<file path="src/rtl/output_bus_driver.sv">
// output_bus_driver: board-side consumer of the 47-bit routine OutputBus.
// Captures routine frames into a shadow register and swaps them into the
// display register only at scan-frame boundaries, so a frame never tears.
// Time-multiplexes the four active-low digit fields onto one segment bus,
// PWM-dims the 18 LEDs and forwards the aux bit.
// Optional feature macro: OUTPUT_BUS_DRIVER_HEX_DECODE_EN adds DigitHex and
// HexValid, a reverse decode of each displayed digit against the hex font.
module output_bus_driver #(
  parameter int SCAN_DIV = 1000,
  parameter int BLANK    = 2,
  parameter int PWM_BITS = 4
) (
  input  logic                Clock,
  input  logic                Reset,
  input  logic [46:0]         BusIn,
  input  logic                BusValid,
  input  logic [PWM_BITS-1:0] Brightness,
  output logic [6:0]          SegOut,
  output logic [3:0]          DigitEn,
  output logic [17:0]         LedOut,
  output logic                AuxOut,
  output logic                FrameTick
`ifdef OUTPUT_BUS_DRIVER_HEX_DECODE_EN
  ,
  output logic [15:0]         DigitHex,
  output logic [3:0]          HexValid
`endif
);

  localparam int SW = (SCAN_DIV > 1) ? $clog2(SCAN_DIV) : 1;
  localparam logic [SW-1:0] SLOT_LAST = SW'(SCAN_DIV - 1);
  localparam logic [SW-1:0] BLANK_CNT = SW'(BLANK);
  localparam logic [46:0]   BLANK_FRAME = {1'b0, 18'd0, {4{7'h7F}}};

  logic [46:0]         shadow_q, shadow_d;
  logic [46:0]         display_q, display_d;
  logic                pending_q, pending_d;
  logic                loaded_q, loaded_d;
  logic [SW-1:0]       slotCnt_q, slotCnt_d;
  logic [1:0]          digitIdx_q, digitIdx_d;
  logic [PWM_BITS-1:0] pwmCnt_q, pwmCnt_d;
  logic [6:0]          segOut_q, segOut_d;
  logic [3:0]          digitEn_q, digitEn_d;
  logic [17:0]         ledOut_q, ledOut_d;
  logic                auxOut_q, auxOut_d;
  logic                frameTick_q, frameTick_d;
  logic                boundary;
  logic [6:0]          digitField;

  assign boundary = (slotCnt_q == SLOT_LAST) && (digitIdx_q == 2'd3);

  // Scan counters, PWM counter, and shadow/display frame hand-over
  always_comb begin
    slotCnt_d  = slotCnt_q + 1'b1;
    digitIdx_d = digitIdx_q;
    if (slotCnt_q == SLOT_LAST) begin
      slotCnt_d  = '0;
      digitIdx_d = digitIdx_q + 2'd1;
    end
    pwmCnt_d  = pwmCnt_q + 1'b1;
    shadow_d  = BusValid ? BusIn : shadow_q;
    pending_d = pending_q;
    display_d = display_q;
    loaded_d  = loaded_q;
    if (boundary && pending_q) begin
      display_d = shadow_q;
      loaded_d  = 1'b1;
      pending_d = 1'b0;
    end
    if (BusValid) begin
      pending_d = 1'b1;
    end
  end

  // Output stage: digit select with anti-ghost blanking, LED PWM gate, aux, frame tick
  always_comb begin
    case (digitIdx_q)
      2'd0:    digitField = display_q[6:0];
      2'd1:    digitField = display_q[13:7];
      2'd2:    digitField = display_q[20:14];
      default: digitField = display_q[27:21];
    endcase
    segOut_d  = 7'h7F;
    digitEn_d = 4'hF;
    // Digit enables stay off until a real frame has been shown at least once
    if (loaded_q && (slotCnt_q >= BLANK_CNT)) begin
      segOut_d  = digitField;
      digitEn_d = ~(4'b0001 << digitIdx_q);
    end
    ledOut_d = '0;
    if ((Brightness == '1) || (Brightness > pwmCnt_q)) begin
      ledOut_d = display_q[45:28];
    end
    auxOut_d    = display_q[46];
    frameTick_d = boundary;
  end

  // State and registered outputs with synchronous active-low reset
  always_ff @(posedge Clock) begin
    if (!Reset) begin
      shadow_q    <= BLANK_FRAME;
      display_q   <= BLANK_FRAME;
      pending_q   <= 1'b0;
      loaded_q    <= 1'b0;
      slotCnt_q   <= '0;
      digitIdx_q  <= 2'd0;
      pwmCnt_q    <= '0;
      segOut_q    <= 7'h7F;
      digitEn_q   <= 4'hF;
      ledOut_q    <= '0;
      auxOut_q    <= 1'b0;
      frameTick_q <= 1'b0;
    end else begin
      shadow_q    <= shadow_d;
      display_q   <= display_d;
      pending_q   <= pending_d;
      loaded_q    <= loaded_d;
      slotCnt_q   <= slotCnt_d;
      digitIdx_q  <= digitIdx_d;
      pwmCnt_q    <= pwmCnt_d;
      segOut_q    <= segOut_d;
      digitEn_q   <= digitEn_d;
      ledOut_q    <= ledOut_d;
      auxOut_q    <= auxOut_d;
      frameTick_q <= frameTick_d;
    end
  end

  assign SegOut    = segOut_q;
  assign DigitEn   = digitEn_q;
  assign LedOut    = ledOut_q;
  assign AuxOut    = auxOut_q;
  assign FrameTick = frameTick_q;

`ifdef OUTPUT_BUS_DRIVER_HEX_DECODE_EN
  logic [15:0] digitHex_q, digitHex_d;
  logic [3:0]  hexValid_q, hexValid_d;
  logic [4:0]  decoded;

  // Returns {valid, nibble} for an active-high GFEDCBA pattern
  function automatic logic [4:0] hexDecode(input logic [6:0] segs);
    case (segs)
      7'h3F:   hexDecode = {1'b1, 4'h0};
      7'h06:   hexDecode = {1'b1, 4'h1};
      7'h5B:   hexDecode = {1'b1, 4'h2};
      7'h4F:   hexDecode = {1'b1, 4'h3};
      7'h66:   hexDecode = {1'b1, 4'h4};
      7'h6D:   hexDecode = {1'b1, 4'h5};
      7'h7D:   hexDecode = {1'b1, 4'h6};
      7'h07:   hexDecode = {1'b1, 4'h7};
      7'h7F:   hexDecode = {1'b1, 4'h8};
      7'h6F:   hexDecode = {1'b1, 4'h9};
      7'h77:   hexDecode = {1'b1, 4'hA};
      7'h7C:   hexDecode = {1'b1, 4'hB};
      7'h39:   hexDecode = {1'b1, 4'hC};
      7'h5E:   hexDecode = {1'b1, 4'hD};
      7'h79:   hexDecode = {1'b1, 4'hE};
      7'h71:   hexDecode = {1'b1, 4'hF};
      default: hexDecode = 5'b0_0000;
    endcase
  endfunction

  // Reverse-decode each displayed digit field (inverted to active-high first)
  always_comb begin
    digitHex_d = '0;
    hexValid_d = '0;
    decoded    = '0;
    for (int n = 0; n < 4; n++) begin
      decoded             = hexDecode(~display_q[7*n +: 7]);
      digitHex_d[4*n +: 4] = decoded[3:0];
      hexValid_d[n]        = decoded[4];
    end
  end

  // Registered hex outputs, cleared by reset
  always_ff @(posedge Clock) begin
    if (!Reset) begin
      digitHex_q <= '0;
      hexValid_q <= '0;
    end else begin
      digitHex_q <= digitHex_d;
      hexValid_q <= hexValid_d;
    end
  end

  assign DigitHex = digitHex_q;
  assign HexValid = hexValid_q;
`endif

endmodule
</file>
<file path="config.mk">
export PLATFORM = sky130hd
export DESIGN_NAME = output_bus_driver
export DESIGN_NICKNAME = d
export VERILOG_FILES = /design/src/rtl/output_bus_driver.sv
export SDC_FILE = /design/constraint.sdc
export NUM_CORES = 1
export LEC_CHECK = 0
export CELL_PAD_IN_SITES_DETAIL_PLACEMENT = 2
export CELL_PAD_IN_SITES_GLOBAL_PLACEMENT = 2
export CORE_MARGIN = 1
export CORE_UTILIZATION = 35
export CTS_CLUSTER_DIAMETER = 120
export DETAILED_ROUTE_END_ITERATION = 16
export PLACE_DENSITY_LB_ADDON = 0.1
export SKIP_LAST_GASP = 1
export SLEW_MARGIN = 20
export SYNTH_ARGS = -nofsm -noshare
export SYNTH_HDL_FRONTEND = slang
export SYNTH_SLANG_ARGS = --single-unit
</file>
<file path="constraint.sdc">
create_clock -name Clock -period 3.6 [get_ports Clock]
set_clock_uncertainty 0.1 [all_clocks]
set_input_delay 0.36 -clock Clock [delete_from_list [all_inputs] [get_ports Clock]]
set_output_delay 0.36 -clock Clock [all_outputs]
set_load 0.01 [all_outputs]
</file>
==> summary.txt <==
Critical path
  • Worst endpoint required time: roughly 3800 ps
  • Worst EP arrival: around 2600 ps
  • CP Cell Sequence: inv_1 > ha_1 > and3b_1 > a2111oi_0 > o21a_1 > nor2_1
  • Critical Path End Type: register
  • Worst path slowest cell: o21a_1
  • CP top delay family: compound AO/OA/AOI/OAI gates
  • Buffer and inverter count on the worst path: 1
  • Setup crit start kind: register
  • Kind of critical path: register to register
  • Critical path peak fanout: 18
  • Peak per-stage delay on the critical path: 680 ps

Clock tree
  • Post-CTS setup buffer count: 0
  • CTS tree: yes
  • Clock Pin Slew Worst Setup and Hold Paths: ~60 ps
  • Later-pin clock latency in the skew report: approximately 410 ps
  • H-Tree Depth: 4
  • Root Driver: clkbuf_16
  • Clock buffer depth: 2
  • Num CTS Buffers: 17
  • Resize count post-CTS: 0
  • # hold bufs at CTS: 0
  • Clock Sinks: ~140

Routing
  • Via count: around 4000
  • DR pass1 iterations: 4
  • WL per Instance: 16.3 um
  • Antenna-violating nets left: 0
  • WL final: about 13000 um
  • Residual DRC count: 0
  • Initial DRC count: 208
  • Vias per inst: between 4 and 5

Floorplan
  • Initial cell density of the core: 0.358
  • Core ar.: around 14000 um2
  • IO Count: 85
  • Std-Cell Rows: between 40 and 50
  • Die H: approximately 120 um
  • Die X: around 120 um
  • Die ar.: roughly 15000 um2

STA
  • Final setup vio count: 0
  • Actual slew at the worst max-slew pin: 885 ps
  • Unrepaired setup endpoints after global routing: false
  • Setup WS post-layout: approximately 1200 ps
  • Post-route clock period utilization: 0.664
  • Final Hold Viols: 0
  • Max-slew violation count: 0
  • Max Clk Rate: about 0.42 GHz
  • Minimum clock period: about 2400 ps
  • Fin Setup TNS: 0 ps
  • Max_slew headroom: 0.410

GRT
  • Vias in the first global route: around 4300
  • Initial antenna violation count: 0
  • GR Overflow Total: 0
  • Gr usage total: 0.190
  • Largest net degree at the start of global routing: 82
  • First-pass GRT wire length: about 22000 um

Placement
  • Placed insts: 786
  • Worst slack at placement: 808 ps
  • Buffers on Ports: 84
  • RePlAce Congestion: approximately 0.74
  • DP HPWL: 8810 um

Synthesis
  • Mapped cell area: 5180 um2
  • Yosys warns: 0
  • Area contributors post-synth: dfxtp_1 55%, nand2_1 9.3%, mux2i_1 9.1%
  • Share of the synthesized area in the top cell type: 0.552
  • Synthesized area per cell: around 9.4 um2
  • Synth unique cells: 33
  • Synth Area in Adders: 0.0290
  • Syn Inst Count: ~550
  • Xor/xnor share of the synthesized area: 0.0169
  • Post-Syn Nets: just over 600
  • Main combinational cell family by area after synthesis: simple AND/OR/NAND/NOR gates
  • Post-synthesis mux area share: 0.0908
  • Synth Area in Compound Gates: 0.0495
  • Area share of and/or/nand/nor cells after synthesis: 0.221
  • Cell accounting for the most synthesized area: dfxtp_1
  • Seq/Total Area, Yosys: 0.552
  • Post-synthesis register bit count: 143

Cells and area
  • Antenna cell count: 0
  • Share of layout cells above drive strength 1: 0.0584
  • Commonest non-fill, non-tap cell in the layout: dfxtp_1
  • Footprint of the multi-input gates: between 2000 and 2500 um2
  • NumNets Final: slightly below 700
  • Reg area: 2860 um2
  • Number of non-filler instances in the completed layout: between 800 and 900
  • P&R area growth vs syn: 28.4%
  • Commonest cells after routing, fill and taps aside: 143 x dfxtp_1, 128 x nand2_1, 82 x clkdlybuf4s50_1
  • Fillcell total: 1543

Run
  • Max cap viols: 0

Pwr
  • Peak supply drop: 0.302 mV
  • PwrDens: ~510 nW/um2
  • P_leak: ~2.7 nW

Hold path
  • Worst min path class: input pin to register

Outcome
  • Status: finished, final reports clean
==> power breakdown <==
part / switching (mW) / total [mW] / internal, mW
Combinational: 0.0876 / 0.188 / 0.100
Clock: 0.630 / 1.59 / 0.959
Sequential: 0.0247 / 1.65 / 1.62
==> worst reg2reg max path: cells and delay by family, from the launching register on <==
family	cells	cell delay, ps
fa+ha+maj	1	300
buf+inv	1	60
compound gates	2	1100
flops	1	370
simple gates	2	310
==> layer usage <==
layer,vias up,GRT usage,routed length [um]
met2,54,0.323,6630
met5,-,0,0
met1,1933,0.232,6150
li1,1974,-,-
met3,14,0.0467,382
met4,0,0.0708,181
==> through the flow <==
stage / util / instance area (um2) / hold slack, ps / power [mW]
3_5_place_dp: 0.423 / 6120 / 336 / 1.87
4_1_cts: 0.459 / 6650 / 316 / 3.47
5_1_grt: 0.460 / 6660 / 290 / 3.57
6_report: 0.460 / 6660 / 254 / 3.42
2_1_floorplan: - / 5180 / 313 / 1.78
3_3_place_gp: 0.423 / 6120 / 319 / 1.86
==> final timing paths <==
check	to	startpoint	slack, ps	cells after the start
max	LedOut[4]	pwmCnt_q[2]	1210	6
min	SegOut[5]	Reset	250	4
max reg2reg	LedOut[4]	pwmCnt_q[2]	1210	6
min reg2reg	LedOut[0]	display_q[28]	340	2
==> sequential cells by signal (all words and copies together) (netlist names) <==
name / flops
shadow_q: 47
digitIdx_q: 2
slotCnt_q: 10
pending_q: 1
display_q: 47
DigitEn: 4
AuxOut: 1
FrameTick: 1
LedOut: 18
pwmCnt_q: 4
loaded_q: 1
SegOut: 7
==> logic make-up after synthesis <==
| kind of cell | Yosys count |
|---|---|
| mux | 47 |
| flops | 143 |
| simple gates | 251 |
| compound gates | 42 |
| xor+xnor | 10 |
| fa+ha+maj | 12 |
| buf+inv | 47 |
==> cell type report <==
cell class | count | area share
repair buffers | 88 | 0.132
multi-input cells | 362 | 0.319
well taps | 184 | 0.0346
clock buffers | 24 | 0.0694
flip-flops and latches | 143 | 0.430
clock inverters | 8 | 0.00978
inverters | 9 | 0.00508
==> synthesized netlist by cell type (all sizes together) <==
master,instances
nand2b,1
buf,13
mux2i,47
nor2,30
nor3,2
a222oi,7
xor2,4
or3,1
nand4,3
o21ai,29
nor4,3
and3,1
a31oi,2
o21a,2
and2,6
and3b,1
dfxtp,143
nor2b,20
xnor2,6
ha,12
clkbuf,25
nand2,128
a2111oi,1
nand3,53
inv,9
nand4bb,1
or4,1
a21oi,1
Power figures use the tool's default switching activity.
